File: src/rtl/random_perm_gen_pkg.sv
// Shared constants and types for the free-running permutation shuffler.
// Also provides the scaled-index helper used by the swap datapath.
package random_perm_gen_pkg;

  localparam int N_ENT = 16;
  localparam int ENT_W = 4;

  localparam logic [63:0] IDENTITY_PERM = 64'hFEDCBA9876543210;
  localparam logic [15:0] DEFAULT_SEED  = 16'hACE1;
  localparam logic [15:0] DEFAULT_POLY  = 16'hB400;

  typedef logic [ENT_W-1:0] ent_t;

  // Upper bits of rnd*(j+1) land in 0..j; 255*16 fits in 12 bits.
  function automatic ent_t pick_idx(
    input logic [7:0] rnd,
    input ent_t       j
  );
    logic [4:0]  span;
    logic [12:0] prod;
    span = {1'b0, j} + 5'd1;
    prod = {5'd0, rnd} * {8'd0, span};
    return prod[11:8];
  endfunction

endpackage

File: src/rtl/random_perm_gen_lfsr.sv
// 16-bit Galois LFSR stepping every clock.
// A zero seed would lock up, so it is replaced by the default seed.
module random_perm_gen_lfsr
  import random_perm_gen_pkg::*;
#(
  parameter logic [15:0] SEED = DEFAULT_SEED,
  parameter logic [15:0] POLY = DEFAULT_POLY
) (
  input  logic        clk_i,
  input  logic        rst_ni,
  output logic [15:0] lfsr_o
);

  localparam logic [15:0] INIT =
    (SEED == 16'h0000) ? DEFAULT_SEED : SEED;

  logic [15:0] lfsr_q;
  logic [15:0] lfsr_d;

  always_comb begin
    lfsr_d = lfsr_q >> 1;
    if (lfsr_q[0]) begin
      lfsr_d = (lfsr_q >> 1) ^ POLY;
    end
  end

  always_ff @(posedge clk_i or negedge rst_ni) begin
    if (!rst_ni) begin
      lfsr_q <= INIT;
    end else begin
      lfsr_q <= lfsr_d;
    end
  end

  assign lfsr_o = lfsr_q;

endmodule

File: src/rtl/random_perm_gen.sv
// Incremental Fisher-Yates shuffler: one swap per clock, 15-cycle passes.
// RANDOM_PERM_GEN_SNAPSHOT_EN: output only updates at the end of each pass.
module random_perm_gen
  import random_perm_gen_pkg::*;
#(
  parameter logic [15:0] SEED = DEFAULT_SEED,
  parameter logic [15:0] POLY = DEFAULT_POLY
) (
  input  logic        clk,
  input  logic        rst,
  output logic [63:0] seq_all
);

  logic [15:0] lfsr;

  logic [N_ENT-1:0][ENT_W-1:0] perm_q;
  logic [N_ENT-1:0][ENT_W-1:0] perm_d;
  ent_t j_q;
  ent_t j_d;
  ent_t r;

  random_perm_gen_lfsr #(
    .SEED (SEED),
    .POLY (POLY)
  ) u_lfsr (
    .clk_i  (clk),
    .rst_ni (rst),
    .lfsr_o (lfsr)
  );

  always_comb begin
    r         = pick_idx(lfsr[7:0], j_q);
    perm_d    = perm_q;
    perm_d[j_q] = perm_q[r];
    perm_d[r]   = perm_q[j_q];
    j_d       = (j_q == ent_t'(1)) ? ent_t'(15) : j_q - ent_t'(1);
  end

  always_ff @(posedge clk or negedge rst) begin
    if (!rst) begin
      perm_q <= IDENTITY_PERM;
      j_q    <= ent_t'(15);
    end else begin
      perm_q <= perm_d;
      j_q    <= j_d;
    end
  end

`ifdef RANDOM_PERM_GEN_SNAPSHOT_EN
  logic [63:0] snap_q;

  always_ff @(posedge clk or negedge rst) begin
    if (!rst) begin
      snap_q <= IDENTITY_PERM;
    end else if (j_q == ent_t'(1)) begin
      snap_q <= perm_d;
    end
  end

  assign seq_all = snap_q;
`else
  assign seq_all = perm_q;
`endif

endmodule

File: config.mk
export PLATFORM = sky130hd
export DESIGN_NAME = random_perm_gen
export DESIGN_NICKNAME = d
export VERILOG_FILES = /design/src/rtl/random_perm_gen_pkg.sv /design/src/rtl/random_perm_gen_lfsr.sv /design/src/rtl/random_perm_gen.sv
export SDC_FILE = /design/constraint.sdc
export NUM_CORES = 1
export LEC_CHECK = 0
export CAP_MARGIN = 15
export CORE_AREA = 2 2 139 175
export CTS_CLUSTER_DIAMETER = 80
export DETAILED_ROUTE_END_ITERATION = 7
export DIE_AREA = 0 0 141 177
export DONT_BUFFER_PORTS = 1
export PLACE_DENSITY = 0.4
export SLEW_MARGIN = 10
export SYNTH_ARGS = -nofsm -noshare
export SYNTH_HDL_FRONTEND = slang
export SYNTH_SLANG_ARGS = --single-unit
export TNS_END_PERCENT = 10
File: constraint.sdc
create_clock -name clk -period 8.2 [get_ports clk]
set_input_delay 0.82 -clock clk [delete_from_list [all_inputs] [get_ports clk]]
set_output_delay 0.82 -clock clk [all_outputs]
set_load 0.02 [all_outputs]
; ---- After elaboration in Yosys (flattened, before gate mapping)
; Cells that the tools add are included.
[word_totals]
elab_cells = 41
ff_bits = 84
input_bits = 2
out_inout_bits = 64
[classes]
bitwise = 1
n_mux = 12
n_eq_ne = 1
n_lt_le_gt_ge = 4
add_sub_neg = 2
n_reduce_logical = 2
multipliers = 1
[ops]
columns = cell, n
row1 = $bwmux 64, 2
row2 = $bmux 4 s4, 2
row3 = $demux 4 s4, 2
row4 = $mux 4, 5
row5 = $mux 16, 1
row6 = $mul 8x5->12, 1
row7 = $lt 4x5->1 const B, 2
row8 = $ge 4x1->1 const B, 2
row9 = $add 4x1->5 const B, 1
row10 = $eq 4x1->1 const B, 1
row11 = $not 3->4, 1
row12 = $sub 4x1->4 const B, 1
row13 = $logic_and 1x1->1, 2

; ---- Longest topological paths before layout
; Gate-level depths: netlist of run 1.
[depth]
depth_word = 7
depth_mapped = 23
depth_no_buf = 18

; ---- Cells and area by module
; From an unflattened synthesis of run 1, not the netlist that was laid out.
[unflattened]
cells_unflattened = 857
area_unflattened_um2 = 7648.6
[modules_own_cells]
columns = module, area_per_inst_um2, cells_each, n_inst
row1 = random_perm_gen, 7114.3, 825, 1
row2 = random_perm_gen_lfsr, 534.3, 32, 1

; ---- Least setup slack after synthesis of run 1
; Ideal clock, no wire load.
[synth_timing]
path_type = reg-to-reg
from = reg j_q[0]
to = reg perm_q, in the netlist seq_all[42]
required_time_ps = 8073
stages_incl_launch_ff = 20
path_buffers = 3
period_less_slack_ps = 6209
arrival_time_ps = 6082
setup_ps = 127
setup_slack_ps = 1991
cell_sequence = dfstp_2 buf_1 buf_2 nand3_1 xor2_1 nand2b_1 fa_1 fa_1 fa_1 inv_1 ha_1 nand3_1 o211ai_1 nand3_2 xnor2_2 mux2_2 o211a_1 a2111oi_4 buf_6 o211ai_2
[synth_between]
elab_chain_len = 7
word_cells_on_any_way = 18
classes_between = add/sub: 1 / mul: 1 / order compare: 4 / mux: 10 / reduce/logical: 2
[synth_rtl]
columns = element, line
row1 = from (decl), random_perm_gen.sv:18  ; ent_t j_q;
row2 = from (signal assigned), random_perm_gen.sv:42  ; j_q <= ent_t'(15);
row3 = from (signal assigned), random_perm_gen.sv:45  ; j_q <= j_d;
row4 = $add 4x1->5, random_perm_gen_pkg.sv:21  ; span = {1'b0, j} + 5'd1;
row5 = $mul 8x5->12, random_perm_gen_pkg.sv:22  ; prod = {5'd0, rnd} * {8'd0, span};
row6 = $lt 4x5->1 (not written as such) / $ge 4x1->1 (equally long branches), random_perm_gen.sv:35  ; perm_d[r] = perm_q[j_q];
row7 = $logic_and 1x1->1 (not written as such), random_perm_gen.sv:35
row8 = $mux 4 (not written as such), random_perm_gen.sv:35
row9 = $demux 4 s4, random_perm_gen.sv:35
row10 = $bwmux 64 *, random_perm_gen.sv:35
row11 = to (signal assigned), random_perm_gen.sv:44  ; perm_q <= perm_d;
row12 = to (decl), random_perm_gen.sv:16  ; logic [N_ENT-1:0][ENT_W-1:0] perm_q;
; Mark *: on every way between the ends. The rest lies on a longest branch, timed or not. The select of a mux whose other input is x is not followed.

; ---- Worst setup path after layout of run 1
[layout_timing]
from = reg j_q[0]
to = reg perm_q, in the netlist seq_all[48]
; Same word-level chain as after synthesis.

==> flow_metrics.env, run 1 <==
export IMPL_drt_total_wl_um=24700
export IMPL_synth_top_cell_by_area="dfstp_2"
export IMPL_via_count=5706
export IMPL_wl_per_cell_um=25.6
export IMPL_async_flop_share_pct=100
export IMPL_cts_tree="built"
export IMPL_htreeDepth=3
export IMPL_crit_type="flop to flop"
export IMPL_dp_hpwl_um=17800
export IMPL_synthTopCellsByArea="dfstp_2, dfrtp_1, mux4_2"
export IMPL_synth_ff_type="dfstp_2"
export IMPL_fin_crit_ns=7.14
export IMPL_syn_num_nets=722
export IMPL_grt_usage_pct=20.6
export IMPL_drive_gt1_share_pct=20.6
export IMPL_p_leak_nw=2.78
export IMPL_finClkSkew_ns=0.0112
export IMPL_num_rows=63
export IMPL_ctsHoldBuffers=0
export IMPL_die_area_um2=25000
export IMPL_syn_area_per_cell_um2=9.77
export IMPL_finalMaxSlewViolations=0
export IMPL_drt_pass1_iter_count=5
export IMPL_postCtsResizedCells=0
export IMPL_synth_top_area_share_pct=17.3
export IMPL_required_ns=8.44
export IMPL_placedCellCount=949
export IMPL_num_io_pins=66
export IMPL_syn_instance_count=682
export IMPL_worst_setup_path_start_kind="flop"
export IMPL_rsz0062_at_grt="false"
export IMPL_status="complete, no violations"
export IMPL_insertion_delay_ns=0.36
export IMPL_peakVddDrop_v=0.0000945
export IMPL_tightest_slew_ns=1.10
export IMPL_final_nets=709
export IMPL_io_buffers=0
export IMPL_r2r_setup_slack_ns=1.06
export IMPL_power_density_nw_per_um2=122
export IMPL_fillers=2402
export IMPL_first_global_vias=5837
export IMPL_clk_pin_slew_worst_paths_ns=0.07
export IMPL_cap_violations=0
export IMPL_cts_root_buffer="clkbuf_16"
export IMPL_grt_antenna_before_repair=0
export IMPL_yosys_register_bits=84
export IMPL_hp_class="primary input to asynchronous set/reset pin"
export IMPL_setup_tns_ns=0
export IMPL_grt_start_max_net_pins=85
export IMPL_crit_fanout=23
export IMPL_synth_edff_count=0
export IMPL_syn_area_um2=6670
export IMPL_fp_coreArea_um2=23400
export IMPL_antenna_left=0
export IMPL_cts_buffers=9
export IMPL_n_antenna_cell=0
export IMPL_setup_viol=0
export IMPL_place_congestion=0.845
export IMPL_drc=0
export IMPL_relSlewSlack_pct=26.5
export IMPL_die_h_um=177
export IMPL_r2r_cells=18
export IMPL_clock_sinks=84
export IMPL_die_x_um=141
export IMPL_hold_violations=0
export IMPL_ys_seq_area_share_pct=32.4
export IMPL_crit_arrival_ns=7.38
export IMPL_initial_utilization_pct=28.5
export IMPL_fmax_ghz=0.140
export IMPL_yosys_warnings=0
export IMPL_cts_setup_buffers=0
export IMPL_instances_no_fill=966
export IMPL_drtIter0Drc=441
export IMPL_ys_types=72
export IMPL_cp_end_kind="flop"
export IMPL_syn_to_final_growth_pct=9.31
export IMPL_grt_pass1_wl_um=38000
export IMPL_overflow=0
export IMPL_fin_crit_sh_pct=87.0
export IMPL_clockBufferDepth=2
export IMPL_vias_per_cell=5.91
stage by stage:
step | setup slack, ns | total power [W] | area, um^2 | hold WS (ns) | util [%]
6_report | 1.06 | 0.000890 | 7290 | 0.147 | 31.1
5_1_grt | 0.411 | 0.000923 | 7290 | 0.132 | 31.1
4_1_cts | 0.871 | 0.000902 | 7270 | 0.139 | 31.1
3_5_place_dp | 0.909 | 0.000422 | 6930 | 0.337 | 29.6
3_3_place_gp | 0.967 | 0.000422 | 6930 | 0.340 | 29.6
2_1_floorplan | 1.99 | 0.000422 | 6670 | 0.331 | -
power breakdown:
group          leakage (nW)  switching (W)  internal [W]
combinational          1.59              0             0
sequential             1.01              0      0.000415
clock                 0.167       0.000181      0.000294
total                  2.77       0.000181      0.000709
Yosys cell counts (all sizes together) (6+ instances only):
cell and instances:
mux2i 15, a31oi 8, mux2 9, mux4 25, nand4 8, nor3 9
xnor2 10, and3 19, nor2b 10, nand2b 6, dfstp 44, o21ai 30
a21oi 26, o32a 6, nand2 81, and2 20, fa 16, nor2 27
clkbuf 11, inv 36, buf 26, nand3 66, dfrtp 40, a22oi 9
xor2 9, o211ai 43, ha 22
registers in the layout, indices dropped and copies added (netlist names):
signal         flops
seq_all           64
u_lfsr.lfsr_o     16
j_q                4
layout by cell type, fill, tap and decap left out, drive strengths merged, types with 6 or more instances in the layout:
| cell | n |
|---|---|
| a21oi | 26 |
| mux2 | 9 |
| and2 | 20 |
| nor3 | 9 |
| a22oi | 9 |
| fa | 16 |
| nand4 | 8 |
| mux4 | 25 |
| nor2b | 10 |
| nand3 | 66 |
| and3 | 19 |
| a31oi | 8 |
| xnor2 | 10 |
| xor2 | 9 |
| clkbuf | 12 |
| mux2i | 15 |
| o21ai | 30 |
| ha | 22 |
| o211ai | 43 |
| buf | 13 |
| nor2 | 27 |
| nand2 | 81 |
| dfstp | 44 |
| dfrtp | 40 |
| inv | 37 |
| nand2b | 6 |
| o32a | 6 |
final timing paths:
path / startpoint / end
min in group clk: u_lfsr.lfsr_o[12]$_DFF_PN0_ / u_lfsr.lfsr_o[11]$_DFF_PN1_
worst min register to register: u_lfsr.lfsr_o[12]$_DFF_PN0_ / u_lfsr.lfsr_o[11]$_DFF_PN1_
max in group asynchronous: rst / seq_all[44]$_DFFE_PN1P_
worst max-delay path: j_q[0]$_DFF_PN1_ / seq_all[48]$_DFFE_PN0P_
worst min-delay path: rst / u_lfsr.lfsr_o[2]$_DFF_PN0_
worst max register to register: j_q[0]$_DFF_PN1_ / seq_all[48]$_DFFE_PN0P_
area by class of cell:
| type | count | area (um^2) | share of cell area, % |
|---|---|---|---|
| well taps | 292 | 365 | 5.01 |
| clock inverters | 4 | 78.8 | 1.08 |
| repair buffers | 13 | 101 | 1.39 |
| flip-flops and latches | 84 | 2160 | 29.6 |
| inverters | 37 | 139 | 1.91 |
| multi-input cells | 524 | 4180 | 57.3 |
| clock buffers | 12 | 267 | 3.66 |
routing by layer:
| layer | global-route usage [%] | part of all wire (%) | wire length (um) | vias up |
|---|---|---|---|---|
| met5 | 0 | 0 | 0 | - |
| met4 | 9.00 | 3.9 | 975 | 0 |
| met3 | 4.52 | 6.2 | 1540 | 52 |
| met2 | 34.8 | 50 | 12400 | 229 |
| met1 | 25.2 | 40 | 9870 | 2909 |
| li1 | - | - | - | 2516 |
worst max-delay path: stages, from the launching register on:
cell	delay, ns
dfstp_2	0.53
buf_4	0.37
nand3_1	0.15
xor2_1	0.57
nor2b_1	0.14
fa_1	0.52
fa_1	0.56
inv_1	0.06
fa_1	0.40
inv_1	0.06
ha_1	0.42
clkinv_1	0.52
a221oi_2	0.98
o32a_1	0.27
mux2i_1	0.08
o221a_2	0.29
o221ai_2	0.81
buf_4	0.24
o21ai_1	0.05
cell families (layout without fill, tap and decap cells):
group,Yosys count,in the layout,share of synthesized area (%)
xor gates and xnor gates,19,19,3.00
buffers and inverters,74,66,5.18
DFF,84,84,32.4
AOI/OAI and AO/OA,153,153,18.1
muxes,49,49,12.4
and+or+nand+nor,265,265,20.0
adders and majority gates,38,38,8.94
No activity file was read; power rests on OpenSTA's default activity.
==> run 2, diff against run 1 <==
--- a/config.mk
+++ b/config.mk
@@ -6,10 +6,10 @@
 export NUM_CORES = 1
 export LEC_CHECK = 0
 export CAP_MARGIN = 15
-export CORE_AREA = 2 2 139 175
+export CORE_AREA = 2 2 155 157
 export CTS_CLUSTER_DIAMETER = 80
 export DETAILED_ROUTE_END_ITERATION = 7
-export DIE_AREA = 0 0 141 177
+export DIE_AREA = 0 0 157 159
 export DONT_BUFFER_PORTS = 1
 export PLACE_DENSITY = 0.4
 export SLEW_MARGIN = 10
==> run 2 against run 1 <==
  * Global-route usage is 0.20 points lower
  * Routed wire length is 0.19% higher
  * Power is 0.97% lower
  * Sequential share of layout area is 0.13 points lower
  * Critical endpoint is now seq_all[8]$_DFFE_PN0P_
  * Via count is 1.0% lower
  * Register-to-register slack worse by 0.03 ns
  * Core utilization is 0.43 points higher
  * Non-clock buffer count is 1 higher
  * First-iteration DRC count is 32% higher
  * Cell count is 2.9% higher
  * Clock skew is 0.0077 ns higher
==> flow_metrics.env, run 2 (synthesized netlist as in run 1, its figures left out) <==
export IMPL_grt_usage_pct=20.4
export IMPL_placedCellCount=978
export IMPL_fin_crit_sh_pct=87.4
export IMPL_use_met3_pct=4.63
export IMPL_die_h_um=159
export IMPL_first_global_vias=5725
export IMPL_cts_tree="built"
export IMPL_die_area_um2=25000
export IMPL_tightest_slew_ns=1.21
export IMPL_place_congestion=0.836
export IMPL_fillers=2388
export IMPL_peakVddDrop_v=0.0000925
export IMPL_initial_utilization_pct=28.7
export IMPL_crit_fanout=13
export IMPL_cts_buffers=9
export IMPL_fmax_ghz=0.140
export IMPL_grt_pass1_wl_um=37900
export IMPL_status="complete, no violations"
export IMPL_io_buffers=0
export IMPL_place_ws_ns=0.988
export IMPL_p_leak_nw=2.78
export IMPL_setup_tns_ns=0
export IMPL_clk_pin_slew_worst_paths_ns=0.07
export IMPL_num_rows=56
export IMPL_fp_coreArea_um2=23200
export IMPL_p_int_w=0.000687
export IMPL_drt_pass1_iter_count=6
export IMPL_cap_violations=0
export IMPL_syn_to_final_growth_pct=9.78
export IMPL_switching_share_pct=22.0
export IMPL_cts_setup_buffers=0
export IMPL_via_count=5647
export IMPL_power_density_nw_per_um2=120
export IMPL_insertion_delay_ns=0.36
export IMPL_largest_reg_flops=64
export IMPL_fin_crit_ns=7.16
export IMPL_finClkSkew_ns=0.0189
export IMPL_clock_sinks=84
export IMPL_vias_per_cell=5.68
export IMPL_die_x_um=157
export IMPL_cp_end_kind="flop"
export IMPL_drive_gt1_share_pct=20.7
export IMPL_cts_root_buffer="clkbuf_16"
export IMPL_grt_antenna_before_repair=0
export IMPL_final_nets=710
export IMPL_crit_type="flop to flop"
export IMPL_sequentialPowerShare_pct=47.1
export IMPL_postCtsResizedCells=0
export IMPL_instances_no_fill=994
export IMPL_p_clk_share_pct=52.9
export IMPL_p_sw_w=0.000194
export IMPL_ctsHoldBuffers=0
export IMPL_num_io_pins=66
export IMPL_dp_hpwl_um=17700
export IMPL_final_cell_mix="nand2_1, nand3_1, dfstp_2"
export IMPL_setup_viol=0
export IMPL_htreeDepth=3
export IMPL_grt_util_met1_pct=28.0
export IMPL_overflow=0
export IMPL_top_usage_layer="met2"
export IMPL_worst_setup_path_start_kind="flop"
export IMPL_p_comb_share_pct=0
export IMPL_drc=0
export IMPL_layout_commonest_cell="nand2_1"
export IMPL_crit_arrival_ns=7.39
export IMPL_required_ns=8.42
export IMPL_n_antenna_cell=0
export IMPL_p_total_w=0.000882
export IMPL_hold_violations=0
export IMPL_rsz0062_at_grt="false"
export IMPL_wl_per_cell_um=24.9
export IMPL_setup_ws_ns=1.04
export IMPL_antenna_left=0
export IMPL_drtIter0Drc=580
export IMPL_clockBufferDepth=2
export IMPL_drt_total_wl_um=24800
export IMPL_relSlewSlack_pct=19.3
export IMPL_grt_start_max_net_pins=85
export IMPL_hp_class="primary input to asynchronous set/reset pin"
export IMPL_finalMaxSlewViolations=0
export IMPL_grt_use_met2_pct=32.3
==> run 2: changes by cell type in the layout (fill, tap and decap cells not counted) <==
cell | previous run | this run
clkinv_2 | 0 | 1
buf_6 | 1 | 0
buf_4 | 12 | 14
inv_6 | 0 | 3
xor2_2 | 2 | 1
clkinvlp_4 | 1 | 0
clkbuf_8 | 3 | 0
xor2_4 | 0 | 1
==> run 2: power by group through the flow <==
stage,registers [W],clock network (W),logic (W)
finish,0.000415,0.000466,0.00000000160
detailed placement,0.000422,0,0.00000000160
global placement,0.000422,0,0.00000000160
floorplan,0.000422,0,0.00000000164
CTS,0.000415,0.000479,0.00000000160
global route,0.000415,0.000496,0.00000000160
==> run 2: worst max-delay path, stage by stage, from the launching register on <==
cell and delay [ns]:
dfstp_2 0.74, ha_1 0.27, xor2_1 0.54, and2_1 0.23
fa_1 0.44, fa_1 0.56, inv_1 0.06, fa_1 0.52
inv_1 0.04, ha_1 0.33, a211oi_2 0.28, o21ai_2 0.14
a221oi_1 0.54, xnor2_1 0.40, buf_4 0.29, nand2_1 0.26
o221ai_2 0.97, buf_4 0.29, o211ai_1 0.12
==> run 2: area by class of cell <==
cell class | count | area, um^2 | area share (%)
Inverter | 37 | 139 | 1.90
Tap cell | 319 | 399 | 5.45
Sequential cell | 84 | 2160 | 29.5
Clock inverter | 7 | 103 | 1.40
Multi-Input combinational cell | 524 | 4190 | 57.3
Timing Repair Buffer | 14 | 105 | 1.44
Clock buffer | 9 | 225 | 3.08
==> run 2: per-stage QoR <==
| stage | area [um^2] | hold WS [ns] | utilization, % |
|---|---|---|---|
| after global placement | 6980 | 0.341 | 30.1 |
| after floorplan | 6670 | 0.331 | - |
| after CTS | 7310 | 0.143 | 31.5 |
| final | 7320 | 0.157 | 31.5 |
| after detailed placement | 6980 | 0.337 | 30.1 |
| after global routing | 7320 | 0.144 | 31.5 |
==> run 2: worst paths after layout <==
kind,start,end,slack (ns),depth (start not counted)
setup / recovery,j_q[0]$_DFF_PN1_,seq_all[8]$_DFFE_PN0P_,1.04,18
hold / removal,rst,u_lfsr.lfsr_o[1]$_DFF_PN0_,0.16,0
setup reg to reg,j_q[0]$_DFF_PN1_,seq_all[8]$_DFFE_PN0P_,1.04,18
hold reg to reg,u_lfsr.lfsr_o[8]$_DFF_PN0_,u_lfsr.lfsr_o[7]$_DFF_PN1_,0.36,0
max in group asynchronous,rst,seq_all[44]$_DFFE_PN1P_,7.78,0
min in group clk,u_lfsr.lfsr_o[8]$_DFF_PN0_,u_lfsr.lfsr_o[7]$_DFF_PN1_,0.36,0
==> run 2: per-layer routing <==
layer / vias to the layer above / share of wire (%) / routed length (um)
met4: 0 / 1.9 / 483
met3: 37 / 6.7 / 1650
met5: - / 0 / 0
li1: 2506 / - / -
met2: 230 / 47 / 11700
met1: 2874 / 44 / 10900
==> run 3, diff against run 2 <==
--- a/config.mk
+++ b/config.mk
@@ -6,14 +6,15 @@
 export NUM_CORES = 1
 export LEC_CHECK = 0
 export CAP_MARGIN = 15
-export CORE_AREA = 2 2 155 157
+export CORE_AREA = 2 2 166 168
 export CTS_CLUSTER_DIAMETER = 80
 export DETAILED_ROUTE_END_ITERATION = 7
-export DIE_AREA = 0 0 157 159
+export DIE_AREA = 0 0 168 170
 export DONT_BUFFER_PORTS = 1
 export PLACE_DENSITY = 0.4
 export SLEW_MARGIN = 10
 export SYNTH_ARGS = -nofsm -noshare
 export SYNTH_HDL_FRONTEND = slang
+export SYNTH_HIERARCHICAL = 1
 export SYNTH_SLANG_ARGS = --single-unit
 export TNS_END_PERCENT = 10
==> run 3 against run 2 <==
  * Sequential power hardly changed
  * Register-to-register slack got worse by 0.10 ns
  * Hold slack better by 0.012 ns
  * Maximum frequency is 1.4% lower
  * Routed wire length is 19% higher
  * First-iteration DRC count is 13% higher
  * Final area increased by 12%
  * Global-route usage increased by 0.56 points
  * Critical path type unchanged
  * Largest cell class unchanged
==> flow_metrics.env, run 3 <==
export IMPL_syn_num_nets=892
export IMPL_layout_commonest_cell="a21oi_1"
export IMPL_io_buffers=0
export IMPL_worst_setup_path_start_kind="flop"
export IMPL_switching_share_pct=18.9
export IMPL_use_met3_pct=4.60
export IMPL_fp_coreArea_um2=26700
export IMPL_fin_area_um2=8190
export IMPL_drc=0
export IMPL_clk_pin_slew_worst_paths_ns=0.07
export IMPL_final_cell_mix="a21oi_1, nand2_1, a31oi_1"
export IMPL_place_ws_ns=1.02
export IMPL_grt_start_max_net_pins=85
export IMPL_cts_setup_buffers=0
export IMPL_cts_buffers=9
export IMPL_yosys_warnings=6
export IMPL_worst_path_max_delay_cell="a211oi_4"
export IMPL_hp_class="primary input to asynchronous set/reset pin"
export IMPL_clockBufferDepth=2
export IMPL_syn_instance_count=852
export IMPL_syn_to_final_growth_pct=7.66
export IMPL_p_int_w=0.000776
export IMPL_via_count=6964
export IMPL_syn_area_per_cell_um2=8.93
export IMPL_initial_utilization_pct=28.6
export IMPL_antenna_left=0
export IMPL_largest_reg_flops=64
export IMPL_cts_tree="built"
export IMPL_r2r_setup_slack_ns=0.94
export IMPL_insertion_delay_ns=0.35
export IMPL_required_ns=8.37
export IMPL_die_x_um=168
export IMPL_finClkSkew_ns=0.00816
export IMPL_grt_use_met2_pct=32.9
export IMPL_drtIter0Drc=653
export IMPL_r2r_end="seq_all[46]$_DFFE_PN0P_"
export IMPL_cpLargestDelayFamily="adder cells"
export IMPL_fmax_ghz=0.138
export IMPL_grt_util_met1_pct=28.6
export IMPL_finalMaxSlewViolations=0
export IMPL_hold_violations=0
export IMPL_place_congestion=0.835
export IMPL_n_antenna_cell=0
export IMPL_grt_antenna_before_repair=0
export IMPL_max_stage_delay_ns=1.07
export IMPL_first_global_vias=6653
export IMPL_ctsHoldBuffers=0
export IMPL_crit_fanout=16
export IMPL_path_cells="ha_1 -> xor2_1 -> and2_1 -> fa_1 -> fa_1 -> inv_1 -> fa_1 -> inv_1 -> ha_1 -> a21o_1 -> a31oi_1 -> o21ai_1 -> nor3_1 -> or3_1 -> nand2_1 -> a211oi_4 -> a31oi_1"
export IMPL_setup_ws_ns=0.935
export IMPL_peakVddDrop_v=0.0000920
export IMPL_clock_sinks=84
export IMPL_grt_pass1_wl_um=45000
export IMPL_status="complete, no violations"
export IMPL_overflow=0
export IMPL_num_rows=60
export IMPL_fillers=2776
export IMPL_htreeDepth=3
export IMPL_die_area_um2=28600
export IMPL_path_buf_inv=2
export IMPL_vias_per_cell=6.03
export IMPL_fin_crit_sh_pct=88.6
export IMPL_tightest_slew_ns=1.20
export IMPL_setup_tns_ns=0
export IMPL_drive_gt1_share_pct=15.4
export IMPL_top_usage_layer="met2"
export IMPL_drt_pass1_iter_count=5
export IMPL_p_total_w=0.000957
export IMPL_power_density_nw_per_um2=117
export IMPL_p_clk_share_pct=56.6
export IMPL_cap_violations=0
export IMPL_num_io_pins=66
export IMPL_cp_end_kind="flop"
export IMPL_placed_cell_area_um2=7810
export IMPL_dp_hpwl_um=20800
export IMPL_relSlewSlack_pct=19.8
export IMPL_cts_root_buffer="clkbuf_16"
export IMPL_grt_usage_pct=20.9
export IMPL_p_comb_share_pct=0
export IMPL_cpMostUsedCell="fa_1"
export IMPL_sequentialPowerShare_pct=43.4
export IMPL_postCtsResizedCells=0
export IMPL_syn_area_um2=7610
export IMPL_final_nets=849
export IMPL_rsz0062_at_grt="false"
export IMPL_p_leak_nw=3.15
export IMPL_r2r_cells=17
export IMPL_setup_viol=0
export IMPL_r2r_start="j_q[0]$_DFF_PN1_"
export IMPL_crit_arrival_ns=7.44
export IMPL_crit_type="flop to flop"
export IMPL_cp_startpoint="j_q[0]$_DFF_PN1_"
export IMPL_die_h_um=170
export IMPL_wl_per_cell_um=25.6
export IMPL_fin_crit_ns=7.26
export IMPL_regArea_um2=2160
export IMPL_p_sw_w=0.000181
export IMPL_drt_total_wl_um=29600
export IMPL_multi_input_area_um2=4990
run 3: worst reg2reg max path, delay by kind of cell (launching register included):
family                   cells  cell delay (ns)
AO/OA/AOI/OAI                5             1.88
XOR/XNOR                     1             0.54
adder cells (fa/ha/maj)      5             2.16
buffers and inverters        2             0.10
flip-flops                   1             0.60
AND/OR/NAND/NOR              4             1.82
run 3: layout make-up:
class | instances | share of cell area, %
inverters | 32 | 1.50
well taps | 341 | 5.21
repair buffers | 14 | 1.28
flip-flops and latches | 84 | 26.3
multi-input cells | 668 | 61.0
clock inverters | 6 | 1.94
clock buffers | 10 | 2.79
run 3: worst max path at each step:
stage	end	slack [ns]	cells past startpoint
final	seq_all[46]$_DFFE_PN0P_	0.94	17
after global routing	seq_all[46]$_DFFE_PN0P_	0.49	16
after floorplan	seq_all[37]$_DFFE_PN0P_	1.99	21
after detailed placement	seq_all[46]$_DFFE_PN0P_	1.02	16
after CTS	seq_all[46]$_DFFE_PN0P_	1.00	16
after global placement	seq_all[2]$_DFFE_PN0P_	1.12	17
run 3: layer usage:
| metal | vias up | wire length [um] |
|---|---|---|
| met5 | - | 0 |
| met4 | 0 | 648 |
| met3 | 37 | 2150 |
| met2 | 293 | 13700 |
| met1 | 3554 | 13100 |
| li1 | 3080 | - |
run 3: power groups by stage:
stage	registers, W	logic, W	clock network [W]
floorplan	0.000422	0.00000000208	0
global placement	0.000422	0.00000000195	0
detailed placement	0.000422	0.00000000195	0
CTS	0.000415	0.00000000195	0.000554
global route	0.000415	0.00000000195	0.000574
finish	0.000415	0.00000000195	0.000541
run 3: stage by stage:
| step | cells | util, % | hold slack [ns] |
|---|---|---|---|
| 2_1_floorplan | 852 | - | 0.331 |
| 3_3_place_gp | 1139 | 29.3 | 0.335 |
| 3_5_place_dp | 1139 | 29.3 | 0.337 |
| 4_1_cts | 1155 | 30.7 | 0.151 |
| 5_1_grt | 1155 | 30.7 | 0.147 |
| 6_report | 1155 | 30.7 | 0.169 |
